## src/rtl/uart_pkg.sv

```systemverilog
// uart_pkg -- shared transmitter state encoding and baud helper, rev 1.0
`default_nettype none

package uart_pkg;

   typedef enum logic [2:0] {
      S_IDLE   = 3'd0,
      S_START  = 3'd1,
      S_DATA   = 3'd2,
      S_PARITY = 3'd3,
      S_STOP   = 3'd4
   } tx_state_t;

   function automatic int clks_per_bit(input int fclk, input int baud);
      return fclk / baud;
   endfunction

endpackage

`default_nettype wire

```

## src/rtl/uart_tx_fifo.sv

```systemverilog
// uart_tx_fifo -- synchronous FIFO with registered full/empty/level flags, rev 1.0
`default_nettype none

module uart_tx_fifo #(
   parameter int WIDTH = 8,
   parameter int DEPTH = 16
) (
   input  logic                     clk_i,
   input  logic                     rst_i,
   input  logic [WIDTH-1:0]         wr_data,
   input  logic                     wr_en,
   input  logic                     rd_en,
   output logic [WIDTH-1:0]         rd_data,
   output logic                     full,
   output logic                     empty,
   output logic                     empty_next,
   output logic [$clog2(DEPTH):0]   level
);

   localparam int AW = $clog2(DEPTH);

   logic [WIDTH-1:0] mem [DEPTH];
   logic [AW-1:0]    wr_ptr;
   logic [AW-1:0]    rd_ptr;
   logic [AW:0]      level_next;
   logic             push;
   logic             pop;

   // Write acceptance uses the registered full flag only; a same-cycle pop does not free a slot.
   assign push = wr_en && !full;
   assign pop  = rd_en && !empty;

   always_comb begin
      level_next = level;
      if (push && !pop) begin
         level_next = level + (AW+1)'(1);
      end else if (pop && !push) begin
         level_next = level - (AW+1)'(1);
      end
   end

   assign empty_next = (level_next == '0);
   assign rd_data    = mem[rd_ptr];

   always_ff @(posedge clk_i) begin
      if (push) begin
         mem[wr_ptr] <= wr_data;
      end
   end

   always_ff @(posedge clk_i or posedge rst_i) begin
      if (rst_i) begin
         wr_ptr <= '0;
         rd_ptr <= '0;
         level  <= '0;
         full   <= 1'b0;
         empty  <= 1'b1;
      end else begin
         if (push) begin
            wr_ptr <= wr_ptr + AW'(1);
         end
         if (pop) begin
            rd_ptr <= rd_ptr + AW'(1);
         end
         level <= level_next;
         full  <= (level_next == (AW+1)'(DEPTH));
         empty <= empty_next;
      end
   end

endmodule

`default_nettype wire

```

## src/rtl/uart_tx_buf.sv

```systemverilog
// uart_tx_buf -- FIFO-buffered UART transmitter (start, WIDTH data LSB-first, stop), rev 1.0
// Define UART_TX_PARITY_EN to insert an even-parity bit between data and stop.
`default_nettype none

module uart_tx_buf
   import uart_pkg::*;
#(
   parameter int WIDTH = 8,
   parameter int FCLK  = 50000000,
   parameter int BAUD  = 115200,
   parameter int DEPTH = 16
) (
   input  logic                     clk_i,
   input  logic                     rst_i,
   input  logic [WIDTH-1:0]         data_i,
   input  logic                     wr_en_i,
   output logic                     full_o,
   output logic                     empty_o,
   output logic [$clog2(DEPTH):0]   level_o,
   output logic                     tx_o,
   output logic                     idle_o
);

   localparam int CPB = clks_per_bit(FCLK, BAUD);
   localparam int CW  = (CPB > 1) ? $clog2(CPB) : 1;
   localparam int BW  = (WIDTH > 1) ? $clog2(WIDTH) : 1;

   tx_state_t        state;
   tx_state_t        state_n;
   logic [CW-1:0]    baud_cnt;
   logic [BW-1:0]    bit_cnt;
   logic [WIDTH-1:0] shift;
   logic             bit_end;
   logic             pop;
   logic             tx_n;
   logic [WIDTH-1:0] fifo_data;
   logic             fifo_empty;
   logic             fifo_empty_next;
`ifdef UART_TX_PARITY_EN
   logic             parity;
`endif

   uart_tx_fifo #(
      .WIDTH (WIDTH),
      .DEPTH (DEPTH)
   ) u_fifo (
      .clk_i      (clk_i),
      .rst_i      (rst_i),
      .wr_data    (data_i),
      .wr_en      (wr_en_i),
      .rd_en      (pop),
      .rd_data    (fifo_data),
      .full       (full_o),
      .empty      (fifo_empty),
      .empty_next (fifo_empty_next),
      .level      (level_o)
   );

   assign empty_o = fifo_empty;
   assign bit_end = (baud_cnt == CW'(CPB - 1));

   always_comb begin
      state_n = state;
      pop     = 1'b0;
      case (state)
         S_IDLE: begin
            if (!fifo_empty) begin
               pop     = 1'b1;
               state_n = S_START;
            end
         end
         S_START: begin
            if (bit_end) state_n = S_DATA;
         end
         S_DATA: begin
            if (bit_end && (bit_cnt == BW'(WIDTH - 1))) begin
`ifdef UART_TX_PARITY_EN
               state_n = S_PARITY;
`else
               state_n = S_STOP;
`endif
            end
         end
         S_PARITY: begin
            if (bit_end) state_n = S_STOP;
         end
         S_STOP: begin
            // Back-to-back frames: the next start bit follows the stop bit with no idle cycle.
            if (bit_end) begin
               if (!fifo_empty) begin
                  pop     = 1'b1;
                  state_n = S_START;
               end else begin
                  state_n = S_IDLE;
               end
            end
         end
         default: state_n = S_IDLE;
      endcase
   end

   always_comb begin
      tx_n = 1'b1;
      case (state)
         S_START:  tx_n = 1'b0;
         S_DATA:   tx_n = shift[0];
`ifdef UART_TX_PARITY_EN
         S_PARITY: tx_n = parity;
`endif
         default:  tx_n = 1'b1;
      endcase
   end

   always_ff @(posedge clk_i or posedge rst_i) begin
      if (rst_i) begin
         state    <= S_IDLE;
         baud_cnt <= '0;
         bit_cnt  <= '0;
         shift    <= '0;
         tx_o     <= 1'b1;
         idle_o   <= 1'b1;
`ifdef UART_TX_PARITY_EN
         parity   <= 1'b0;
`endif
      end else begin
         state  <= state_n;
         tx_o   <= tx_n;
         idle_o <= (state_n == S_IDLE) && fifo_empty_next;
         if (pop) begin
            shift    <= fifo_data;
            bit_cnt  <= '0;
            baud_cnt <= '0;
`ifdef UART_TX_PARITY_EN
            parity   <= ^fifo_data;
`endif
         end else if (state != S_IDLE) begin
            if (bit_end) begin
               baud_cnt <= '0;
               if (state == S_DATA) begin
                  shift   <= shift >> 1;
                  bit_cnt <= bit_cnt + BW'(1);
               end
            end else begin
               baud_cnt <= baud_cnt + CW'(1);
            end
         end
      end
   end

endmodule

`default_nettype wire

```

## config.mk

```make
export PLATFORM = sky130hd
export DESIGN_NAME = uart_tx_buf
export DESIGN_NICKNAME = d
export VERILOG_FILES = /design/src/rtl/uart_pkg.sv /design/src/rtl/uart_tx_fifo.sv /design/src/rtl/uart_tx_buf.sv
export SDC_FILE = /design/constraint.sdc
export NUM_CORES = 1
export LEC_CHECK = 0
export BUFFER_PORTS_ARGS = -buffer_cell sky130_fd_sc_hd__buf_2
export CAP_MARGIN = 20
export CORE_MARGIN = 2
export CORE_UTILIZATION = 55
export DETAILED_ROUTE_END_ITERATION = 12
export GPL_ROUTABILITY_DRIVEN = 1
export PLACE_DENSITY = 0.72
export SETUP_SLACK_MARGIN = 0.3
export SLEW_MARGIN = 30
export SYNTH_ARGS = -nofsm -noshare
export SYNTH_HDL_FRONTEND = slang
export SYNTH_SLANG_ARGS = --single-unit
```

## constraint.sdc

```tcl
create_clock -name clk_i -period 2.64 [get_ports clk_i]
set_input_delay 0.132 -clock clk_i [delete_from_list [all_inputs] [get_ports clk_i]]
set_output_delay 0.132 -clock clk_i [all_outputs]
set_load 0.02 [all_outputs]
```

==> flow_summary.yaml, run 1 <==
timing:
  slew_violations: 0
  final_period_util_pct: 78.6
  final_critical_delay_including_setup_and_external_delays_ps: 2070
  setup_total_negative_slack_ps: 0
  fmax_mhz: 482
  worst_slew_margin_relative_to_its_limit_pct: 50.2
  clock_skew_ps: 9.91
  setup_viol: 0
  grt_setup_unrepaired: "no"
  timing.final.hold_violations: 0
  hold-worst-slack_ps: 85.9
  max_slew.worst_pin.slew_ps: 746
global_route:
  grt_start_max_net_pins: 41
  vias_in_the_first_global_route: 3865
  gr-total-overflow: 0
  grt_pass1_wl_um: 21400
  overall_global_routing_usage_pct: 20.9
  antenna_violations_before_repair: 0
clock_tree:
  cts_tree: "done"
  worst_setup_hold_path_clk_slew_ps: 70
  cts.repair.resized: 0
  buffer_cell_driving_the_clock_tree_root: "clkbuf_16"
  h-tree-depth: 4
  cts-buffers-inserted: 17
  number_of_buffers_on_the_longest_clock_path: 2
  clock_insertion_delay_worst_skew_ps: 420
  postCtsSetupRepairBufs: 0
  clock-sinks: 168
place:
  io_buffer_count: 19
  placed_area_um2: 7440
  dp_wirelength_um: 8660
  routability_cong: 0.778
route:
  via_count: 3719
  routed_via_density: 5.82
  wirelength_um: 13300
  routedWlPerCell_um: 20.8
  antenna_left: 0
  first_iter_violations: 315
  drt_pre_antenna_iters: 5
  drc: 0
final_layout:
  multi_input_comb_area_um2: 2160
  areaGrowthSynthToFinish_pct: 12.5
  share_of_cells_above_drive_strength_1_pct: 26.6
  sequential_cell_area_um2: 4850
  finalInstanceArea_um2: 8040
  finalNetCount: 475
  nFillCells: 920
hold_path:
  hold_class: "in -> reg"
  min_from: "data_i[2]"
setup_path:
  critical_path.startpoint: "u_fifo.rd_ptr[0]"
  timing.setup.critical_path_class: "reg -> reg"
  setup.worst_path.start_class: "flip-flop"
  worst_setup_path_end_kind: "flip-flop"
  cp_max_fo: 12
  critical_path_data_arrival_time_ps: 2380
  timing.rr.start: "u_fifo.rd_ptr[0]"
  cp_data_required_time_ps: 2950
yosys:
  synthTopCellsByCount: "128 x edfxtp_1, 37 x dfrtp_1, 33 x mux4_2"
  share_of_yosys_cell_area_claimed_by_the_top_area_cell_type_pct: 53.8
  synth_nets: 445
  sequential_cell_area_fraction_in_the_yosys_report_pct: 67.8
  synth-main-ff-cell: "edfxtp_1"
  synth_cells: 423
  synth.top_cells.by_area: "edfxtp_1 54%, dfrtp_1 13%, mux4_2 10%, mux2i_1 2.2%, ha_1 1.9%"
  yosys_warnings: 0
  synth_area_per_cell_um2: 16.9
  synth.most_common_cell: "edfxtp_1"
  synth.ff_latch_count: 168
  number_of_enable_type_register_cells_in_the_synthesized_netlist: 128
  async_flop_share_pct: 23.8
  synth_cell_types: 50
  post-synth-top-area-cell: "edfxtp_1"
  post_synth_instance_area_um2: 7150
power_and_ir_drop:
  p_leak_nw: 2.88
  power.ir.vdd_worst_v: 0.000752
  powerDensity_nw_per_um2: 989
die:
  die_height_um: 118
  boundaryPins: 20
  core.rowCount: 41
  die_width_um: 118
  core_area_um2: 12700
  floorplan.initialDensity_pct: 56.4
  dieArea_um2: 13900
run:
  drv_cap: 0
outcome:
  outcome: "finished clean"
registers in the layout (all words and copies together) (netlist names), 3 cells and up:
signal         flops
u_fifo.rd_ptr      4
state              3
u_fifo.mem       128
shift              8
baud_cnt           9
u_fifo.level       5
bit_cnt            3
u_fifo.wr_ptr      4
critical path, cell delays in order (launching register included):
cell,delay [ps]
dfrtp_2,630
buf_4,250
mux4_2,500
mux4_2,450
nand2_1,80
nand2_1,40
kinds of logic (layout without fill, tap and decap cells):
| kind of cell | Yosys count | in the layout | share of synthesized area, % |
|---|---|---|---|
| adder cells (fa/ha/maj) | 11 | 11 | 1.93 |
| AO/OA/AOI/OAI | 54 | 54 | 5.29 |
| XOR/XNOR | 11 | 11 | 1.56 |
| multiplexers | 56 | 56 | 13.7 |
| flip-flops | 168 | 168 | 67.8 |
| buffers and inverters | 27 | 70 | 1.94 |
| other | 0 | 1 | 0 |
| AND/OR/NAND/NOR | 96 | 96 | 7.70 |
power breakdown:
group	total (mW)	internal, mW	switching (mW)
Clock	2.40	1.38	1.02
Sequential	3.58	3.27	0.310
Combinational	1.98	0.946	1.03
Total	7.95	5.59	2.36
metal layers:
layer / track usage, % / vias to the layer above / wire length, µm
met2: 34.2 / 75 / 6850
li1: - / 1704 / -
met1: 27.5 / 1925 / 5690
met3: 6.44 / 15 / 631
met5: 0 / - / 0
met4: 5.27 / 0 / 141
cells in the final DEF (no fill, tap or decap), types with 11 or more instances in the layout:
cell type,n
edfxtp_1,128
dfrtp_1,36
mux4_2,33
nand2_1,22
clkbuf_16,19
buf_2,19
o21ai_0,18
nor2_1,16
mux2i_1,16
and2_1,16
ha_1,11
final timing paths:
| kind | to | slack, ps | depth (start not counted) |
|---|---|---|---|
| worst max-delay path | shift[7] | 570 | 5 |
| worst min-delay path | u_fifo.mem[5][2] | 90 | 1 |
| max in group asynchronous | u_fifo.rd_ptr[0] | 1840 | 4 |
| min in group asynchronous | shift[6] | 400 | 4 |
| worst max register to register | shift[7] | 570 | 5 |
| worst min register to register | baud_cnt[1] | 530 | 2 |
what timing repair did:
item / in CTS / in global routing
endpoints found under the setup margin: 0 / 0
hold buffers: 1 / 0
hold endpoints to repair: 37 / 0
metrics by stage:
step | total power [mW] | util (%) | setup slack [ps] | instances
finish | 7.95 | 63.4 | 566 | 639
global route | 8.35 | 63.4 | 431 | 638
CTS | 8.01 | 63.4 | 531 | 638
detailed placement | 5.62 | 58.7 | 553 | 605
global placement | 5.54 | 58.7 | 551 | 605
floorplan | 5.06 | - | 807 | 423
layout make-up:
type                       instances  share of cell area, %
clock inverter                    10                  0.965
sequential                       168                   60.3
antenna                            1                 0.0311
clock buffer                      22                   6.30
inverter                           7                  0.327
tap                              172                   2.68
multi-input combinational        228                   26.9
timing repair buffer              31                   2.49
Power figures use the tool's default switching activity.
==> inputs of run 2 (changes only) <==
- PLACE_DENSITY: 0.72 -> 0.74
- clock period: 2.64 -> 1.8 ns (I/O delays scaled with it)
==> run 2 against run 1 <==
Against the previous run: the flow now finishes with violations (negative setup slack); first-iteration DRC count shrank 7.9%; die area is the same; clock power grew 63%; register-to-register slack lost 710 ps; clock skew is essentially flat; sequential share of layout area shrank 6.0 points; critical path depth is the same; utilization grew 7.1 points; power grew 64%; non-clock buffer count grew 38; via count grew 6.6%; critical path type unchanged; critical endpoint is now shift[6]; highest routed layer unchanged.
==> flow_summary.yaml, run 2 (synthesis results as in run 1) <==
outcome:
  outcome: "complete, but fails checks"
  violations: "negative setup slack"
route:
  routedWlPerCell_um: 21.6
  first_iter_violations: 290
  drt_pre_antenna_iters: 4
  wirelength_um: 14700
  routed_via_density: 5.85
  antenna_left: 0
  via_count: 3964
  drc: 0
timing:
  final_critical_path_setup_slack_ps: -145
  worst_slew_margin_relative_to_its_limit_pct: 65.2
  clock_skew_ps: 9.49
  final_period_util_pct: 108
  grt_setup_unrepaired: "yes"
  max_slew.worst_pin.slew_ps: 522
  fmax_mhz: 514
  slew_violations: 0
  final_critical_delay_including_setup_and_external_delays_ps: 1940
  setup_total_negative_slack_ps: -1200
  timing.final.hold_violations: 0
  setup_viol: 18
clock_tree:
  cts-buffers-inserted: 17
  cts_tree: "done"
  worst_setup_hold_path_clk_slew_ps: 70
  clock-sinks: 168
  buffer_cell_driving_the_clock_tree_root: "clkbuf_16"
  h-tree-depth: 4
  number_of_buffers_on_the_longest_clock_path: 2
  clock_insertion_delay_worst_skew_ps: 420
die:
  floorplan.initialDensity_pct: 56.4
  dieArea_um2: 13900
  core_area_um2: 12700
  die_height_um: 118
  die_width_um: 118
  core.rowCount: 41
  boundaryPins: 20
place:
  placement.setup.worst_slack_ps: -129
  routability_cong: 0.819
  placed_area_um2: 7700
  io_buffer_count: 19
  dp_wirelength_um: 8350
setup_path:
  critPathMaxStageDelay_ps: 510
  timing.setup.critical_path_class: "reg -> reg"
  worstRegToRegCells: 5
  setup.worst_path.start_class: "flip-flop"
  cp_max_fo: 8
  critical_path_data_arrival_time_ps: 2220
  critical-path-slowest-cell: "mux4_2"
  worst_setup_path_end_kind: "flip-flop"
  cp_top_family: "multiplexers"
  cp_data_required_time_ps: 2080
  crit_cells: 5
  timing.critical_path.cells: "buf_12 > mux4_2 > mux2_2 > o211ai_1 > o21ai_1"
  worstPathBufferInverterCount: 1
power_and_ir_drop:
  seq_power_share_pct: 39.9
  clock_power_share_pct: 30.0
  powerDensity_nw_per_um2: 1460
  netSwitchingPower_mw: 3.90
  power.share.switching_pct: 29.8
  p_leak_nw: 3.22
  design_power_total_mw: 13.1
  power_share_of_the_combinational_group_pct: 30.1
  internal_power_contribution_mw: 9.16
  power.ir.vdd_worst_v: 0.00105
run:
  drv_cap: 0
global_route:
  gr-total-overflow: 0
  overall_global_routing_usage_pct: 22.5
  grt_start_max_net_pins: 41
  vias_in_the_first_global_route: 4024
  grt_pass1_wl_um: 23100
  antenna_violations_before_repair: 0
hold_path:
  whs_path_depth: 1
  hold_class: "in -> reg"
final_layout:
  finalInstanceArea_um2: 8940
  finalNetCount: 515
  largest_register_ffs: 128
  antenna_cells: 0
  largest_register: "u_fifo.mem"
  share_of_cells_above_drive_strength_1_pct: 44.7
  areaGrowthSynthToFinish_pct: 25.1
  largestRegisters: "u_fifo.mem: 128 flops, baud_cnt: 9 flops, shift: 8 flops"
  nFillCells: 780
  commonest_cells_after_routing_fill_and_taps_aside: "128 x edfxtp_1, 33 x mux4_2, 33 x dfrtp_1"
  commonest_non_fill_non_tap_cell_in_the_layout: "edfxtp_1"
## run 2: layer usage
metal	GRT usage, %	share of wire [%]	vias to the layer above
li1	-	-	1784
met1	30.6	43	2068
met2	36.6	52	92
met3	5.04	3.6	20
met4	7.30	1.6	0
met5	0	0	-
## run 2: worst paths after layout
kind	from	end	slack [ps]
min reg2reg	shift[7]	shift[7]	530
max	u_fifo.rd_ptr[0]	shift[6]	-140
max in group asynchronous	rst_i	u_fifo.rd_ptr[0]	1080
max reg2reg	u_fifo.rd_ptr[0]	shift[6]	-140
min in group asynchronous	rst_i	u_fifo.level[2]	330
min	data_i[5]	u_fifo.mem[5][5]	50
## run 2: area by class of cell
type | count | area [µm²] | area share (%)
clock buffer | 17 | 425 | 4.76
clock inverter | 15 | 213 | 2.38
inverter | 7 | 26.3 | 0.294
multi-input combinational | 230 | 2580 | 28.9
sequential | 168 | 4850 | 54.3
tap | 172 | 215 | 2.41
timing repair buffer | 69 | 626 | 7.00
## run 2: power groups by stage
stage / clock [mW] / combinational (mW) / sequential (mW)
6_report: 3.92 / 3.94 / 5.21
3_3_place_gp: 0 / 3.23 / 5.20
4_1_cts: 3.98 / 3.77 / 5.18
5_1_grt: 4.11 / 4.27 / 5.27
3_5_place_dp: 0 / 3.31 / 5.23
2_1_floorplan: 0 / 2.36 / 5.22
## run 2: what timing repair did
action                                  4_1_cts  5_1_grt
pin swaps                                    29       16
hold endpoints to repair                     37        0
endpoints found under the setup margin      158      118
cloned                                        3        1
buffers inserted                             16        3
hold buffers                                  1        0
gates resized for setup                      66       34
## run 2: metrics by stage
step / cells / hold WS (ps) / utilization, %
2_1_floorplan: 423 / 189 / -
3_3_place_gp: 622 / 241 / 60.7
3_5_place_dp: 622 / 254 / 60.8
4_1_cts: 674 / 24.5 / 68.9
5_1_grt: 678 / 35.4 / 70.5
6_report: 678 / 45.5 / 70.5
